$ cat src/rtl/div_unit_pkg.sv
// Shared width and state encoding for the radix-2 restoring divider.
// Imported by the divider interface and the divider itself.
package div_unit_pkg;

   localparam int DIV_WIDTH = 32;

   typedef enum logic [1:0] {
      DIV_IDLE = 2'd0,
      DIV_RUN  = 2'd1,
      DIV_DONE = 2'd2
   } div_state_e;

endpackage

$ cat src/rtl/div_unit_if.sv
// Request/result bundle between the EX stage and the divider.
// The master drives operands and control; the slave returns stall and results.
interface div_if
   import div_unit_pkg::*;
#(
   parameter int WIDTH = DIV_WIDTH
);
   logic             start;
   logic             signed_div;
   logic             annul;
   logic [WIDTH-1:0] a;
   logic [WIDTH-1:0] b;
   logic             busy;
   logic             done;
   logic [WIDTH-1:0] hi;
   logic [WIDTH-1:0] lo;
   logic             div_by_zero;

   modport master (
      output start, signed_div, annul, a, b,
      input  busy, done, hi, lo, div_by_zero
   );

   modport slave (
      input  start, signed_div, annul, a, b,
      output busy, done, hi, lo, div_by_zero
   );
endinterface

$ cat src/rtl/div_unit.sv
// Multi-cycle radix-2 restoring divider for DIV/DIVU: quotient to lo, remainder to hi.
// One quotient bit per RUN cycle; magnitudes are divided and signs fixed on the last step.
//
// state    | meaning
// DIV_IDLE | waiting for start; operands captured (as magnitudes for DIV) on start
// DIV_RUN  | WIDTH shift/subtract steps; annul returns to IDLE without a result
// DIV_DONE | one-cycle done pulse; hi/lo/div_by_zero were committed entering this state
module div_unit
   import div_unit_pkg::*;
#(
   parameter int WIDTH = DIV_WIDTH
)(
   input  logic  clk,
   input  logic  rst,
   div_if.slave  bus
);

   localparam int            CW   = $clog2(WIDTH);
   localparam logic [CW-1:0] LAST = CW'(WIDTH - 1);

   div_state_e       state;
   logic [CW-1:0]    count;
   logic [WIDTH-1:0] dvd;
   logic [WIDTH-1:0] dvs;
   logic [WIDTH-1:0] r;
   logic [WIDTH-1:0] q;
   logic             q_neg;
   logic             r_neg;
   logic             zero_pend;

   logic [WIDTH:0]   r_shift;
   logic [WIDTH:0]   diff;
   logic             ge;
   logic [WIDTH-1:0] r_nxt;
   logic [WIDTH-1:0] q_nxt;
   logic [WIDTH-1:0] neg_a_in;
   logic [WIDTH-1:0] neg_b_in;
   logic [WIDTH-1:0] neg_a;
   logic [WIDTH-1:0] neg_b;

   // r < dvs always holds, so a set diff MSB means borrow unless r_shift itself overflowed WIDTH bits.
   always_comb begin
      r_shift = {r, dvd[WIDTH-1]};
      diff    = r_shift - {1'b0, dvs};
      ge      = r_shift[WIDTH] | ~diff[WIDTH];
      r_nxt   = ge ? diff[WIDTH-1:0] : r_shift[WIDTH-1:0];
      q_nxt   = {q[WIDTH-2:0], ge};
   end

   // Negators are shared: operand magnitudes in IDLE, result sign fix on the last RUN step.
   always_comb begin
      neg_a_in = (state == DIV_IDLE) ? bus.a : q_nxt;
      neg_b_in = (state == DIV_IDLE) ? bus.b : r_nxt;
      neg_a    = -neg_a_in;
      neg_b    = -neg_b_in;
   end

   assign bus.busy = ((state == DIV_IDLE) && bus.start && !bus.annul) || (state == DIV_RUN);

   always_ff @(posedge clk) begin
      if (rst) begin
         state           <= DIV_IDLE;
         count           <= '0;
         dvd             <= '0;
         dvs             <= '0;
         r               <= '0;
         q               <= '0;
         q_neg           <= 1'b0;
         r_neg           <= 1'b0;
         zero_pend       <= 1'b0;
         bus.done        <= 1'b0;
         bus.hi          <= '0;
         bus.lo          <= '0;
         bus.div_by_zero <= 1'b0;
      end else begin
         bus.done <= 1'b0;
         case (state)
            DIV_IDLE: begin
               if (bus.start && !bus.annul) begin
                  state     <= DIV_RUN;
                  count     <= '0;
                  r         <= '0;
                  q         <= '0;
                  zero_pend <= (bus.b == '0);
                  if (bus.signed_div) begin
                     dvd   <= bus.a[WIDTH-1] ? neg_a : bus.a;
                     dvs   <= bus.b[WIDTH-1] ? neg_b : bus.b;
                     q_neg <= bus.a[WIDTH-1] ^ bus.b[WIDTH-1];
                     r_neg <= bus.a[WIDTH-1];
                  end else begin
                     dvd   <= bus.a;
                     dvs   <= bus.b;
                     q_neg <= 1'b0;
                     r_neg <= 1'b0;
                  end
               end
            end
            DIV_RUN: begin
               if (bus.annul) begin
                  state <= DIV_IDLE;
               end else begin
                  r     <= r_nxt;
                  q     <= q_nxt;
                  dvd   <= {dvd[WIDTH-2:0], 1'b0};
                  count <= count + 1'b1;
                  if (count == LAST) begin
                     state           <= DIV_DONE;
                     bus.done        <= 1'b1;
                     bus.lo          <= zero_pend ? '1 : (q_neg ? neg_a : q_nxt);
                     bus.hi          <= r_neg ? neg_b : r_nxt;
                     bus.div_by_zero <= zero_pend;
                  end
               end
            end
            DIV_DONE: state <= DIV_IDLE;
            default:  state <= DIV_IDLE;
         endcase
      end
   end

endmodule

$ cat src/flat_wrapper.sv
// flat-port wrapper written by rule: the top's interface ports become plain ports
module div_unit_flat import div_unit_pkg::*;
#(
   parameter int WIDTH = DIV_WIDTH
)
  (clk, rst, bus_start, bus_signed_div, bus_annul, bus_a, bus_b, bus_busy, bus_done, bus_hi, bus_lo, bus_div_by_zero);
  div_if #(.WIDTH(WIDTH)) bus_i ();
  input  logic clk;
  input  logic rst;
  input wire logic [$bits(bus_i.start)-1:0] bus_start;
  input wire logic [$bits(bus_i.signed_div)-1:0] bus_signed_div;
  input wire logic [$bits(bus_i.annul)-1:0] bus_annul;
  input wire logic [$bits(bus_i.a)-1:0] bus_a;
  input wire logic [$bits(bus_i.b)-1:0] bus_b;
  output wire logic [$bits(bus_i.busy)-1:0] bus_busy;
  output wire logic [$bits(bus_i.done)-1:0] bus_done;
  output wire logic [$bits(bus_i.hi)-1:0] bus_hi;
  output wire logic [$bits(bus_i.lo)-1:0] bus_lo;
  output wire logic [$bits(bus_i.div_by_zero)-1:0] bus_div_by_zero;
  assign bus_i.start = bus_start;
  assign bus_i.signed_div = bus_signed_div;
  assign bus_i.annul = bus_annul;
  assign bus_i.a = bus_a;
  assign bus_i.b = bus_b;
  assign bus_busy = bus_i.busy;
  assign bus_done = bus_i.done;
  assign bus_hi = bus_i.hi;
  assign bus_lo = bus_i.lo;
  assign bus_div_by_zero = bus_i.div_by_zero;
  div_unit #(.WIDTH(WIDTH)) u_core (.clk(clk), .rst(rst), .bus(bus_i));
endmodule
$ cat config.mk
export PLATFORM = sky130hd
export DESIGN_NAME = div_unit_flat
export DESIGN_NICKNAME = d
export VERILOG_FILES = /design/src/rtl/div_unit_pkg.sv /design/src/rtl/div_unit_if.sv /design/src/rtl/div_unit.sv /design/src/flat_wrapper.sv
export SDC_FILE = /design/constraint.sdc
export NUM_CORES = 1
export LEC_CHECK = 0
export BUFFER_PORTS_ARGS = -buffer_cell sky130_fd_sc_hd__buf_2
export CORE_AREA = 2 2 116 203
export DETAILED_ROUTE_END_ITERATION = 10
export DIE_AREA = 0 0 118 205
export GPL_TIMING_DRIVEN = 0
export PLACE_DENSITY = 0.8
export SLEW_MARGIN = 20
export SYNTH_ARGS = -nofsm -noshare
export SYNTH_HDL_FRONTEND = slang
export SYNTH_SLANG_ARGS = --single-unit
$ cat constraint.sdc
create_clock -name clk -period 6.78 [get_ports clk]
set_input_delay 1.017 -clock clk [delete_from_list [all_inputs] [get_ports clk]]
set_output_delay 1.017 -clock clk [all_outputs]
set_load 0.02 [all_outputs]
-- After elaboration in Yosys (flattened, before gate mapping)
Index checks and enable logic that the tools add are counted.
- bits in registers: 203
- add/subtract/negate cells: 4
- equality and inequality tests: 5
- muxes and demuxes: 28
- bitwise logic cells: 5
- reduce and logical (&&, ||, !) cells: 13
- operators by type and width (operator ; number):
    $mux 32 ; 14
    $pmux 32 s2 ; 2
    $neg 32->32 ; 2
    $pmux 31 s2 ; 1
    $sub 33x32->33 ; 1
    $logic_not 32->1 ; 1
    $mux 31 ; 1
    $mux 5 ; 2
    $pmux 5 s2 ; 1
    $mux 2 ; 3
    $reduce_and 3->1 ; 2
    $add 5x1->5 const B ; 1
    $eq 5x5->1 const B ; 1
    $ne 2x2->1 const B ; 2
    $pmux 2 s2 ; 1
    $reduce_and 2->1 ; 2
    $logic_and 1x1->1 ; 3
    $mux 1 ; 3
    $ne 3x3->1 const B ; 1
    $not 1->1 ; 3
    $reduce_or 3->1 ; 1
    $eq 2x1->1 const B ; 1
    $logic_not 2->1 ; 1
    $reduce_bool 2->1 ; 1
    other kinds (4) ; 4

-- Longest topological paths before layout
- depth after elaboration: 9
- mapped depth: 22

-- Least setup slack after synthesis
OpenSTA, ideal clock, no wires.
- path type: reg-to-reg
- from: register u_core.state[1]
- to: register u_core.bus.hi[30]
- data arrival time: 5.510 ns
- required time: 6.677 ns
- setup slack: 1.166 ns
- cell stages (with the launch flop): 20
- path buffers: 9
- period minus slack after synthesis: 5.614 ns
- cell sequence: dfxtp_1 > clkbuf_1 > nor2_1 > clkbuf_1 > buf_1 > buf_1 > clkbuf_1 > buf_1 > buf_1 > clkbuf_1 > o21a_1 > ha_1 > inv_1 > or4b_1 > clkbuf_1 > or4b_4 > nor4_4 > nand3_1 > xor2_1 > a2111oi_2
- cells in the longest elaborated chain, start to end: 4
- ends and longest elaborated chain (element ; RTL line ; source):
    start, declared ; div_unit.sv:21 ; div_state_e state;
    start signal, assigned ; div_unit.sv:62 ; state <= DIV_IDLE;
    start signal, assigned ; div_unit.sv:80 ; state <= DIV_RUN;
    start signal, assigned ; div_unit.sv:100 ; state <= DIV_IDLE;
    $logic_not 2->1 ; div_unit.sv:53 ; neg_b_in = (state == DIV_IDLE) ? bus.b : r_nxt;
    $mux 32 ; div_unit.sv:53 ;
    $neg 32->32 ; div_unit.sv:55 ; neg_b = -neg_b_in;
    $mux 32 ; div_unit.sv:110 ; bus.hi <= r_neg ? neg_b : r_nxt;
    end signal, assigned ; div_unit.sv:110 ;
    end, declared ; div_unit_if.sv:26 ; output busy, done, hi, lo, div_by_zero
Parallel ways exist; a longest one is shown, timed or not.
A chain may end at the register's enable or synchronous reset.

-- Worst setup path in the final report
- from: register u_core.state[1]
- to: register u_core.q[20]
- cells in the longest elaborated chain, start to end: 3
- ends and longest elaborated chain (element ; RTL line ; source):
    $eq 2x1->1 or $logic_not 2->1 (tied branches) ; div_unit.sv:77 ; case (state)
    $ne 2x2->1 (no line) or $reduce_bool 2->1 (tied branches) ; -- ;
    $reduce_and 3->1 (no line) ; -- ;
    end signal, assigned ; div_unit.sv:103 ; q <= q_nxt;
    end, declared ; div_unit.sv:26 ; logic [WIDTH-1:0] q;
Parallel ways exist; a longest one is shown, timed or not.

==> impl.org <==
** Yosys
- Number of synthesis warnings :: 0
- Sequential elements use 30.4% of the synthesized area.
- Dominant cells by area after synthesis :: dfxtp_1 (30%), nor2_1 (7.7%), a21oi_1 (5.3%)
- For this run, the leading register cell type out of synthesis is dfxtp_1.
- In this run, synthesis produced a sequential element count of 203.
- Post-synthesis net count :: 1,898
- Yosys mapped the design onto 84 distinct sky130hd cell types.
- Most used standard cell by instance count after synthesis :: nor2_1
- Leading post-synthesis cells by instance count :: nor2_1 (275), dfxtp_1 (203), nand2_1 (181), a21oi_1 (141), clkbuf_1 (107)
- A synthesized cell averages 7.45 um2.
- The cell area that synthesis handed to floorplanning was 13,400 um2.
- Async S/R FF share, synth :: 0%
- Leading area contributor after synthesis :: dfxtp_1
- Synthesis handed over a netlist of 1,792 instances.
- Share of Yosys cell area claimed by the top area cell type :: 30.4%
- Post-synth EDFFs :: 0

** CTS
- Number of buffers created by CTS :: 20
- The tree is rooted in a clkbuf_16.
- At the later pin of the worst-skew pair, clock insertion delay measures 0.54 ns.
- Max Root-Sink Buffers :: 3
- Post-CTS setup buffer count :: 0
- CTS built an H-tree with a depth of 1.
- Clock-pin slew was measured on the worst setup and hold paths at 0.07 ns.
- Number of clock sinks :: 203
- CTS tree :: yes

** Drt
- The final layout contains routed wiring with a total length of 62,400 um.
- In the routed layout, each cell is associated on average with a via count of 7.01.
- Overall via count from detail_route :: 15.8k
- Post-detailed-route wirelength per cell :: 27.6 um
- Residual antenna-violating net count after detailed routing :: 0
- The pre-antenna-repair detailed-routing pass consisted of 10 iterations.
- Iteration-0 DRC count of the detailed router :: 2,304
- DRC :: 0

** Placed design
- Number of port buffers :: 134
- At the end of routability-driven placement, the weighted congestion stood at 1.09.
- Dpl hpwl :: 47,500 um

** Cells and area
- Antenna cell count :: 0
- Combined area of the multi-input logic cells :: 8610 um2
- Of the cells placed in the final design, the portion with a size suffix greater than 1 is 11.7%.
- In the final design database the tool counted 2,052 nets.
- The layout has 2,040 filler cells.
- Relative to the synthesized area, the layout overhead comes to 13.1%.
- Storage element area :: 4060 um2

** Power
- Net switching is 31.7% of the power.
- Static Leakage :: 0.00580 uW
- Max rail drop VDD :: 198 uV
- Total power draw :: 3040 uW
- Design internal power :: 2080 uW
- Relative contribution of sequential cells to total power :: 40.5%
- In this run the power spent charging and discharging nets is 965 uW.
- Portion of total power attributed to combinational logic :: 20.5%
- Cell area power density :: 201 nW/um2
- Clock power frac :: 39.0%

** Worst setup path
- In this run the worst path has a maximum fanout of 10.
- STA puts the critical path data arrival time at 7.11 ns.
- Critical path type :: reg -> reg
- Sort of element at the end of the critical path :: flip-flop
- Type of element launching the critical path :: flip-flop
- Critical path origin :: u_core.state[1]
- Origin of the critical flop-to-flop path :: u_core.state[1]
- For the worst setup path, the data required time is 7.25 ns.

** Status
- The run finished with clean final reports.

** STA
- The number of hold-slack violations in the final timing report was 0.
- Worst hold-check slack :: 0.464 ns
- In this run the tightest slew margin relative to its limit is 22.6%.
- Unrepaired setup endpoints after global routing :: false
- Number of pins with negative max-slew slack in the final report :: 0
- Subtracting the final worst setup slack from the clock period gives 6.65 ns.
- Skew final :: 0.0135 ns
- Based on the critical path, the design can be clocked at up to 150 MHz.
- Post-route clock period utilization :: 98.0%
- For the pin with the worst max-slew slack, the measured transition is 1.16 ns.
- Setup Viol. Count Final :: 0

** Die
- Starting utilization of the core area :: 59.2%
- In this run the horizontal extent of the chip is 118 um.
- The floorplan step defined a core boundary enclosing 22,600 um2.
- The die is 205 um tall.
- During I/O placement, the number of pins put on the boundary was 136.
- Area enclosed by the die boundary :: 24,200 um2
- The initialized floorplan defines 73 standard-cell rows.

** GRT
- Entering global routing, the biggest net connects 20 pins.
- Global-route congestion overflow total :: 0
- Total routing resource utilization after global routing :: 50.4%
- The via count of the first global-routing pass is 15.3k.
- Global-route wire length before repair :: 91,200 um
- The initial antenna violation count came to 0.

** Hold path
- Min-Delay Path Class :: reg -> reg
- Critical hold path startpoint :: u_core.dvs[0]

** Flow run
- Max-cap violations in this run came to 0.
sequential cells by signal, summed over array words and instances (netlist names):
register	count
u_core.zero_pend	1
u_core.count	5
u_core.dvs	32
u_core.q	31
u_core.bus.div_by_zero	1
u_core.r_neg	1
u_core.r	32
u_core.state	2
u_core.bus.hi	32
u_core.q_neg	1
u_core.bus.done	1
u_core.dvd	32
u_core.bus.lo	32
through the flow:
stage | util, % | std cells | setup TNS (ns) | cell area [um2] | setup slack, ns
after floorplan | - | 1792 | 0 | 13400 | 1.17
after global placement | 63.8 | 2226 | -46.90 | 14400 | -2.15
after detailed placement | 63.9 | 2226 | -52.24 | 14400 | -2.24
after CTS | 66.9 | 2260 | 0 | 15100 | 0.197
after global routing | 66.9 | 2259 | 0 | 15100 | 0.0944
final | 66.9 | 2259 | 0 | 15100 | 0.133
power groups by stage:
stage               combinational, uW  clock, uW  sequential [uW]
finish                            624       1190             1230
global route                      651       1210             1230
CTS                               589       1160             1230
detailed placement                586          0             1260
global placement                  577          0             1260
floorplan                         380          0             1250
kinds of logic after synthesis:
logic type	after synthesis	synth area share, %
simple gates	714	25.0
compound gates	531	27.2
flops	203	30.4
buf+inv	183	5.34
xor+xnor	86	5.64
mux	38	2.88
fa+ha+maj	37	3.52
routing by layer:
metal / track usage, % / vias up / routed length, um
met5: 0 / - / 0
met1: 50.1 / 7177 / 19200
met4: 56.6 / 0 / 8610
li1: - / 6816 / -
met3: 12.9 / 525 / 7020
met2: 80.8 / 1319 / 27600
cells in the final DEF (no fill, tap or decap), types with 15 or more instances in the layout:
master	instances
nor3_1	62
nand3_1	40
clkbuf_16	21
and2_1	19
o21ai_0	69
buf_2	148
a21oi_1	141
a21o_1	19
a221oi_1	33
a22oi_1	73
xor2_1	36
nand2_1	181
nor4_1	20
dfxtp_1	203
mux2i_1	35
a211oi_1	56
nor2_1	274
and3_1	17
a31oi_1	18
nand4_1	15
inv_1	45
clkbuf_1	109
xnor2_1	50
ha_1	36
cell type report:
| cell class | instances | share of cell area, % |
|---|---|---|
| Multi-Input combinational cell | 1406 | 57.0 |
| Buffer | 136 | 3.61 |
| Sequential cell | 203 | 26.9 |
| Clock buffer | 32 | 4.15 |
| Tap cell | 300 | 2.49 |
| Timing Repair Buffer | 134 | 4.44 |
| Clock inverter | 3 | 0.265 |
| Inverter | 45 | 1.12 |
critical path, cell delays in order, from the launching register on:
cell and delay, ns:
dfxtp_1 0.31, clkbuf_1 0.67, or2_2 0.29, clkbuf_1 0.35, clkbuf_1 0.61, clkbuf_1 0.80
clkbuf_1 0.69, buf_1 0.62, nor3b_1 0.35, nor2_1 0.53, clkbuf_1 0.56, buf_1 0.50
a22oi_1 0.15, nor2_1 0.12
path summary, 6_finish.rpt:
kind | end | slack, ns | cells after the start
setup reg to reg | u_core.q[20] | 0.13 | 13
setup / recovery | u_core.q[20] | 0.13 | 13
hold reg to reg | u_core.dvs[0] | 0.46 | 2
hold / removal | u_core.dvs[0] | 0.46 | 2
repair_timing:
item	in CTS	in global routing
gates resized for setup	11	4
hold buffers	0	0
hold endpoints to repair	0	0
setup endpoints to repair	63	8
gates cloned	0	0
Power figures use the tool's default switching activity.
